[src/rtl/uart_tx_fifo.sv]
// ----------------------------------------------------------------------------
// uart_tx_fifo
//
// Buffered UART transmitter for the memory-mapped store path. The core writes
// words through a chip-select strobe. They are queued in a small FIFO and
// serialised on tx as start / data (LSB first) / optional parity / stop bits.
// When another word is waiting at the end of a frame, the next frame starts
// with no idle gap.
//
// Ports
//   clk       in   single clock, rising edge
//   reset     in   synchronous, active-high; aborts any frame and flushes FIFO
//   cs        in   write strobe: enqueue wdata this cycle
//   wdata     in   [DATA_BITS] word to transmit
//   clr_ovf   in   clears the sticky overflow flag
//   tx        out  serial line, idles high
//   busy      out  high whenever the serialiser is not idle
//   done      out  one-cycle pulse on the last clock of a frame's final stop bit
//   full      out  level == FIFO_DEPTH
//   empty     out  level == 0
//   level     out  [$clog2(FIFO_DEPTH)+1] entries currently queued
//   overflow  out  sticky; set when a write hits a full FIFO
//
// Handshake: a write is accepted on any rising edge where cs is high and the
// registered full flag is low. There is no back-pressure signal besides full.
// A write that sees full is discarded and recorded in overflow.
//
// All outputs come straight from flops. There is no combinational path from
// any input to tx.
// ----------------------------------------------------------------------------
module uart_tx_fifo #(
  parameter int DATA_BITS    = 8,
  parameter int FIFO_DEPTH   = 8,
  parameter int CLKS_PER_BIT = 16,
  parameter int PARITY       = 0,
  parameter int STOP_BITS    = 1
) (
  input  logic                        clk,
  input  logic                        reset,
  input  logic                        cs,
  input  logic [DATA_BITS-1:0]        wdata,
  input  logic                        clr_ovf,
  output logic                        tx,
  output logic                        busy,
  output logic                        done,
  output logic                        full,
  output logic                        empty,
  output logic [$clog2(FIFO_DEPTH):0] level,
  output logic                        overflow
);

  localparam int PW = $clog2(FIFO_DEPTH);
  localparam int LW = PW + 1;
  localparam int CW = $clog2(CLKS_PER_BIT);
  localparam int BW = $clog2(DATA_BITS);

  localparam logic [CW-1:0] CNT_LAST = CW'(CLKS_PER_BIT - 1);
  // The cycle before the last one of a bit. done is a flop, so it must be
  // armed one cycle early to be high during the last clock of the stop bit.
  localparam logic [CW-1:0] CNT_PRE  = CW'(CLKS_PER_BIT - 2);
  localparam logic [BW-1:0] BIT_LAST = BW'(DATA_BITS - 1);
  localparam logic [LW-1:0] LVL_FULL = LW'(FIFO_DEPTH);

  typedef enum logic [2:0] {
    IDLE  = 3'd0,
    START = 3'd1,
    DATA  = 3'd2,
    PAR   = 3'd3,
    STOP  = 3'd4
  } state_t;

  // --------------------------------------------------------------------------
  // FIFO storage and bookkeeping
  // --------------------------------------------------------------------------
  logic [DATA_BITS-1:0] mem [FIFO_DEPTH];
  logic [PW-1:0]        wr_ptr;
  logic [PW-1:0]        rd_ptr;
  logic [LW-1:0]        level_nxt;
  logic                 push;
  logic                 pop;

  // Serialiser state, declared here because pop depends on it
  state_t               state;
  logic [CW-1:0]        cnt;
  logic [BW-1:0]        bit_idx;
  logic                 stop_idx;
  logic [DATA_BITS-1:0] shift;
  logic                 par;

  logic                 cnt_wrap;
  logic                 stop_last;
  logic                 frame_end;
  logic [DATA_BITS-1:0] head;
  logic                 head_par;

  // full is the registered flag. A pop in the same cycle does not rescue a
  // write that arrives while full.
  assign push = cs && !full;

  assign cnt_wrap  = (cnt == CNT_LAST);
  assign stop_last = (STOP_BITS == 1) || stop_idx;
  assign frame_end = (state == STOP) && cnt_wrap && stop_last;

  // Pop happens when the serialiser is about to start a frame. It starts
  // either from idle, or directly at the end of the previous frame.
  assign pop = !empty && ((state == IDLE) || frame_end);

  assign head = mem[rd_ptr];
  // Parity is taken from the popped word. For odd parity, invert the XOR.
  assign head_par = (^head) ^ (PARITY == 2);

  always_comb begin
    level_nxt = level;
    if (push && !pop) begin
      level_nxt = level + LW'(1);
    end else if (pop && !push) begin
      level_nxt = level - LW'(1);
    end
  end

  always_ff @(posedge clk) begin
    if (push) begin
      mem[wr_ptr] <= wdata;
    end
  end

  always_ff @(posedge clk) begin
    if (reset) begin
      wr_ptr   <= '0;
      rd_ptr   <= '0;
      level    <= '0;
      full     <= 1'b0;
      empty    <= 1'b1;
      overflow <= 1'b0;
    end else begin
      // Pointers wrap naturally because FIFO_DEPTH is a power of two.
      if (push) begin
        wr_ptr <= wr_ptr + PW'(1);
      end
      if (pop) begin
        rd_ptr <= rd_ptr + PW'(1);
      end
      level <= level_nxt;
      full  <= (level_nxt == LVL_FULL);
      empty <= (level_nxt == '0);
      // If a drop and a clear happen in the same cycle, the set wins.
      // This way a drop is never lost.
      if (cs && full) begin
        overflow <= 1'b1;
      end else if (clr_ovf) begin
        overflow <= 1'b0;
      end
    end
  end

  // --------------------------------------------------------------------------
  // Serialiser FSM. tx, busy and done are registered together with state.
  // The value put on tx at each transition is the value of the bit being
  // entered.
  // --------------------------------------------------------------------------
  always_ff @(posedge clk) begin
    if (reset) begin
      state    <= IDLE;
      tx       <= 1'b1;
      busy     <= 1'b0;
      done     <= 1'b0;
      cnt      <= '0;
      bit_idx  <= '0;
      stop_idx <= 1'b0;
      shift    <= '0;
      par      <= 1'b0;
    end else begin
      done <= 1'b0;
      case (state)
        IDLE: begin
          tx <= 1'b1;
          if (!empty) begin
            shift    <= head;
            par      <= head_par;
            cnt      <= '0;
            bit_idx  <= '0;
            stop_idx <= 1'b0;
            tx       <= 1'b0;
            busy     <= 1'b1;
            state    <= START;
          end
        end

        START: begin
          if (cnt_wrap) begin
            cnt   <= '0;
            tx    <= shift[0];
            state <= DATA;
          end else begin
            cnt <= cnt + CW'(1);
          end
        end

        DATA: begin
          if (cnt_wrap) begin
            cnt <= '0;
            if (bit_idx == BIT_LAST) begin
              bit_idx <= '0;
              if (PARITY != 0) begin
                tx    <= par;
                state <= PAR;
              end else begin
                tx    <= 1'b1;
                state <= STOP;
              end
            end else begin
              // Shift one bit per bit time. The next bit is shift[1] now.
              bit_idx <= bit_idx + BW'(1);
              shift   <= shift >> 1;
              tx      <= shift[1];
            end
          end else begin
            cnt <= cnt + CW'(1);
          end
        end

        PAR: begin
          if (cnt_wrap) begin
            cnt   <= '0;
            tx    <= 1'b1;
            state <= STOP;
          end else begin
            cnt <= cnt + CW'(1);
          end
        end

        STOP: begin
          done <= stop_last && (cnt == CNT_PRE);
          if (cnt_wrap) begin
            cnt <= '0;
            if (stop_last) begin
              stop_idx <= 1'b0;
              if (!empty) begin
                // Back-to-back: the next start bit follows immediately.
                shift   <= head;
                par     <= head_par;
                bit_idx <= '0;
                tx      <= 1'b0;
                state   <= START;
              end else begin
                tx    <= 1'b1;
                busy  <= 1'b0;
                state <= IDLE;
              end
            end else begin
              stop_idx <= 1'b1;
            end
          end else begin
            cnt <= cnt + CW'(1);
          end
        end

        default: begin
          tx    <= 1'b1;
          busy  <= 1'b0;
          state <= IDLE;
        end
      endcase
    end
  end

endmodule
[config.mk]
export PLATFORM = sky130hd
export DESIGN_NAME = uart_tx_fifo
export DESIGN_NICKNAME = d
export VERILOG_FILES = /design/src/rtl/uart_tx_fifo.sv
export SDC_FILE = /design/constraint.sdc
export NUM_CORES = 1
export LEC_CHECK = 0
export CAP_MARGIN = 30
export CORE_ASPECT_RATIO = 0.75
export CORE_MARGIN = 5
export CORE_UTILIZATION = 54
export DETAILED_ROUTE_END_ITERATION = 6
export HOLD_SLACK_MARGIN = 0.08
export PLACE_DENSITY = 0.79
export SLEW_MARGIN = 40
export SYNTH_ARGS = -nofsm -noshare
export SYNTH_HDL_FRONTEND = slang
export SYNTH_SLANG_ARGS = --single-unit
[constraint.sdc]
create_clock -name clk -period 1.8 [get_ports clk]
set_input_delay 0.36 -clock clk [delete_from_list [all_inputs] [get_ports clk]]
set_output_delay 0.36 -clock clk [all_outputs]
set_load 0.1 [all_outputs]
==> qor.yml <==
run_status: "finished, final reports clean"
final.setup.tns_ns: 0
antenna_found_initial: 0
ys.flop_type: "edfxtp_1"
rr_endpoint: "empty"
hold_path_class: "reg2reg"
max_cap_viol_count: 0
final.setup_skew_ns: 0.0167
cts_buffer_depth: 2
fill_cells: 562
ys_async_sr_fraction: 0
wire_per_inst_um: 19.7
ant_nets: 0
ctsHtreeMaxLevel: 3
grt_pass1_wl_um: 15500
drt-total-wl_um: 9590
finalMaxSlewViolations: 0
yosys.area.top_type: "edfxtp_1"
leakage_uw: 0.00182
synth_warnings: 0
setup_viol: 0
min_to: "bit_idx[1]"
drt_iter0_markers: 304
worstPathRequired_ns: 2.11
slew_headroom: 0.718
gr-total-overflow: 0
irDropWorstVdd_mv: 0.973
fin_area_mm2: 0.00528
synthDistinctLibCells: 56
fmax_mhz: 574
syn_area_mm2: 0.00440
die_x_um: 114
r2r_slack_ns: 0.06
core-area_mm2: 0.00792
clk_transition_reported_paths_ns: 0.11
clk_latency_ns: 0.37
rr_startpoint: "level[1]"
area_growth_pct: 20.0
drc_errors: 0
critPathArrivalTime_ns: 2.05
ios: 22
cts_tree: "yes"
synth_seq_area_share: 0.605
fp-row-count: 28
power_uw: 6890
cts_root_buf: "clkbuf_8"
diodes: 0
yosys-top-cells-count: "64 x edfxtp_1, 37 x dfxtp_1, 27 x nor2_1"
synthesis.instances: 327
cts.sinks: 101
critPathLaunchType: "flop"
final_hold_viol_count: 0
synth_area_leaders: "edfxtp_1 44%, dfxtp_1 17%, mux4_2 7.2%, a21oi_1 2.6%, nor2_1 2.3%"
grtUsageTotal: 0.206
synth_seq_cells: 101
crit_fanout: 7
placed_cell_area_mm2: 0.00502
die_area_mm2: 0.0101
synth_top_area_frac: 0.436
worst_pin_slew_ns: 0.422
io_buffers: 21
critPathCaptureType: "flop"
final_layout_size_suffix_gt1_frac: 0.298
grt_max_degree: 19
whs_path_depth: 2
fin_crit_sh: 0.967
reg2reg_depth: 6
numCtsBuffers: 9
vias: 2948
drtPass1Iterations: 5
post-route-min-period_ns: 1.74
syn-num-nets: 347
hpwl_um: 6590
gp_congestion: 0.815
synth-edff-count: 64
postSynthAreaPerCell_um2: 13.5
nNetsFinal: 397
synth.most_common_cell: "edfxtp_1"
power_density_mw_per_mm2: 1300
crit_path_start: "level[1]"
grt_pass1_vias: 2868
rsz0062_at_grt: "yes"
die_y_um: 88.2
start_util: 0.556
vias_per_cell: 6.05
min_from: "bit_idx[1]"
crit_type: "reg2reg"
[final cells by class]
cell class,instances,area [um2],share of cell area
Timing Repair Buffer,59,603,0.114
Clock buffer,9,124,0.0234
Sequential cell,101,2680,0.507
Clock inverter,7,56.3,0.0107
Tap cell,105,131,0.0249
Inverter,5,18.8,0.00355
Multi-Input combinational cell,201,1670,0.316
[logic make-up (layout without fill, tap and decap cells)]
logic type / Yosys count / in the layout / synth area share
flip-flops: 101 / 101 / 0.605
adder cells (fa/ha/maj): 8 / 8 / 0.0227
XOR/XNOR: 10 / 10 / 0.0199
AND/OR/NAND/NOR: 96 / 96 / 0.113
multiplexers: 26 / 26 / 0.107
AO/OA/AOI/OAI: 61 / 61 / 0.0989
buffers and inverters: 25 / 80 / 0.0347
[state kept, by name, indices dropped and copies added, names as in the netlist, 3 cells and up, named ones only]
signal   flops
mem         64
shift        8
cnt          4
level        4
bit_idx      3
rd_ptr       3
state        3
wr_ptr       3
[how the worst max path moves through the flow]
stage / to
after floorplan: empty
after global placement: full
after detailed placement: empty
after CTS: empty
after global routing: shift[0]
final: empty
[power by group]
part	leakage, uW	switching, uW	internal, uW
clock network	0.0000910	816	523
logic	0.000844	1430	1130
registers	0.000886	266	2730
[routing by layer]
| metal | track usage | up-vias | part of all wire |
|---|---|---|---|
| met2 | 0.299 | 144 | 0.45 |
| met3 | 0.0691 | 16 | 0.087 |
| li1 | - | 1347 | - |
| met4 | 0.0550 | 0 | 0.017 |
| met5 | 0 | - | 0 |
| met1 | 0.300 | 1441 | 0.45 |
[cell usage in the layout, fill, tap and decap left out, drive strengths merged, types with 8 or more instances in the layout]
master / count
clkdlybuf4s50: 11
o21ai: 8
buf: 48
nor2: 27
inv: 8
dfxtp: 37
mux2i: 9
nor3: 12
nand2: 20
mux4: 16
ha: 8
nand3: 13
clkbuf: 9
a21oi: 24
edfxtp: 64
[critical path, cell delays in order (launching register included)]
cell	delay [ns]
dfxtp_4	0.43
inv_2	0.08
ha_4	0.24
or4_1	0.50
a21oi_2	0.19
o32ai_2	0.12
o21ai_1	0.13
[through the flow]
stage,hold slack (ns),std cells,util,setup slack [ns]
after floorplan,0.436,327,-,-0.00492
after global placement,0.444,467,0.634,-0.0529
after detailed placement,0.453,467,0.634,-0.125
after CTS,0.468,483,0.657,0.0103
after global routing,0.488,487,0.667,-0.0149
final,0.468,487,0.667,0.0592
[timing repair]
| item | in CTS | in global routing |
|---|---|---|
| hold buffers | 0 | 0 |
| endpoints found under the setup margin | 0 | 16 |
| gates resized for setup | 0 | 13 |
| buffers inserted | 0 | 4 |
No activity file was read; power rests on OpenSTA's default activity.
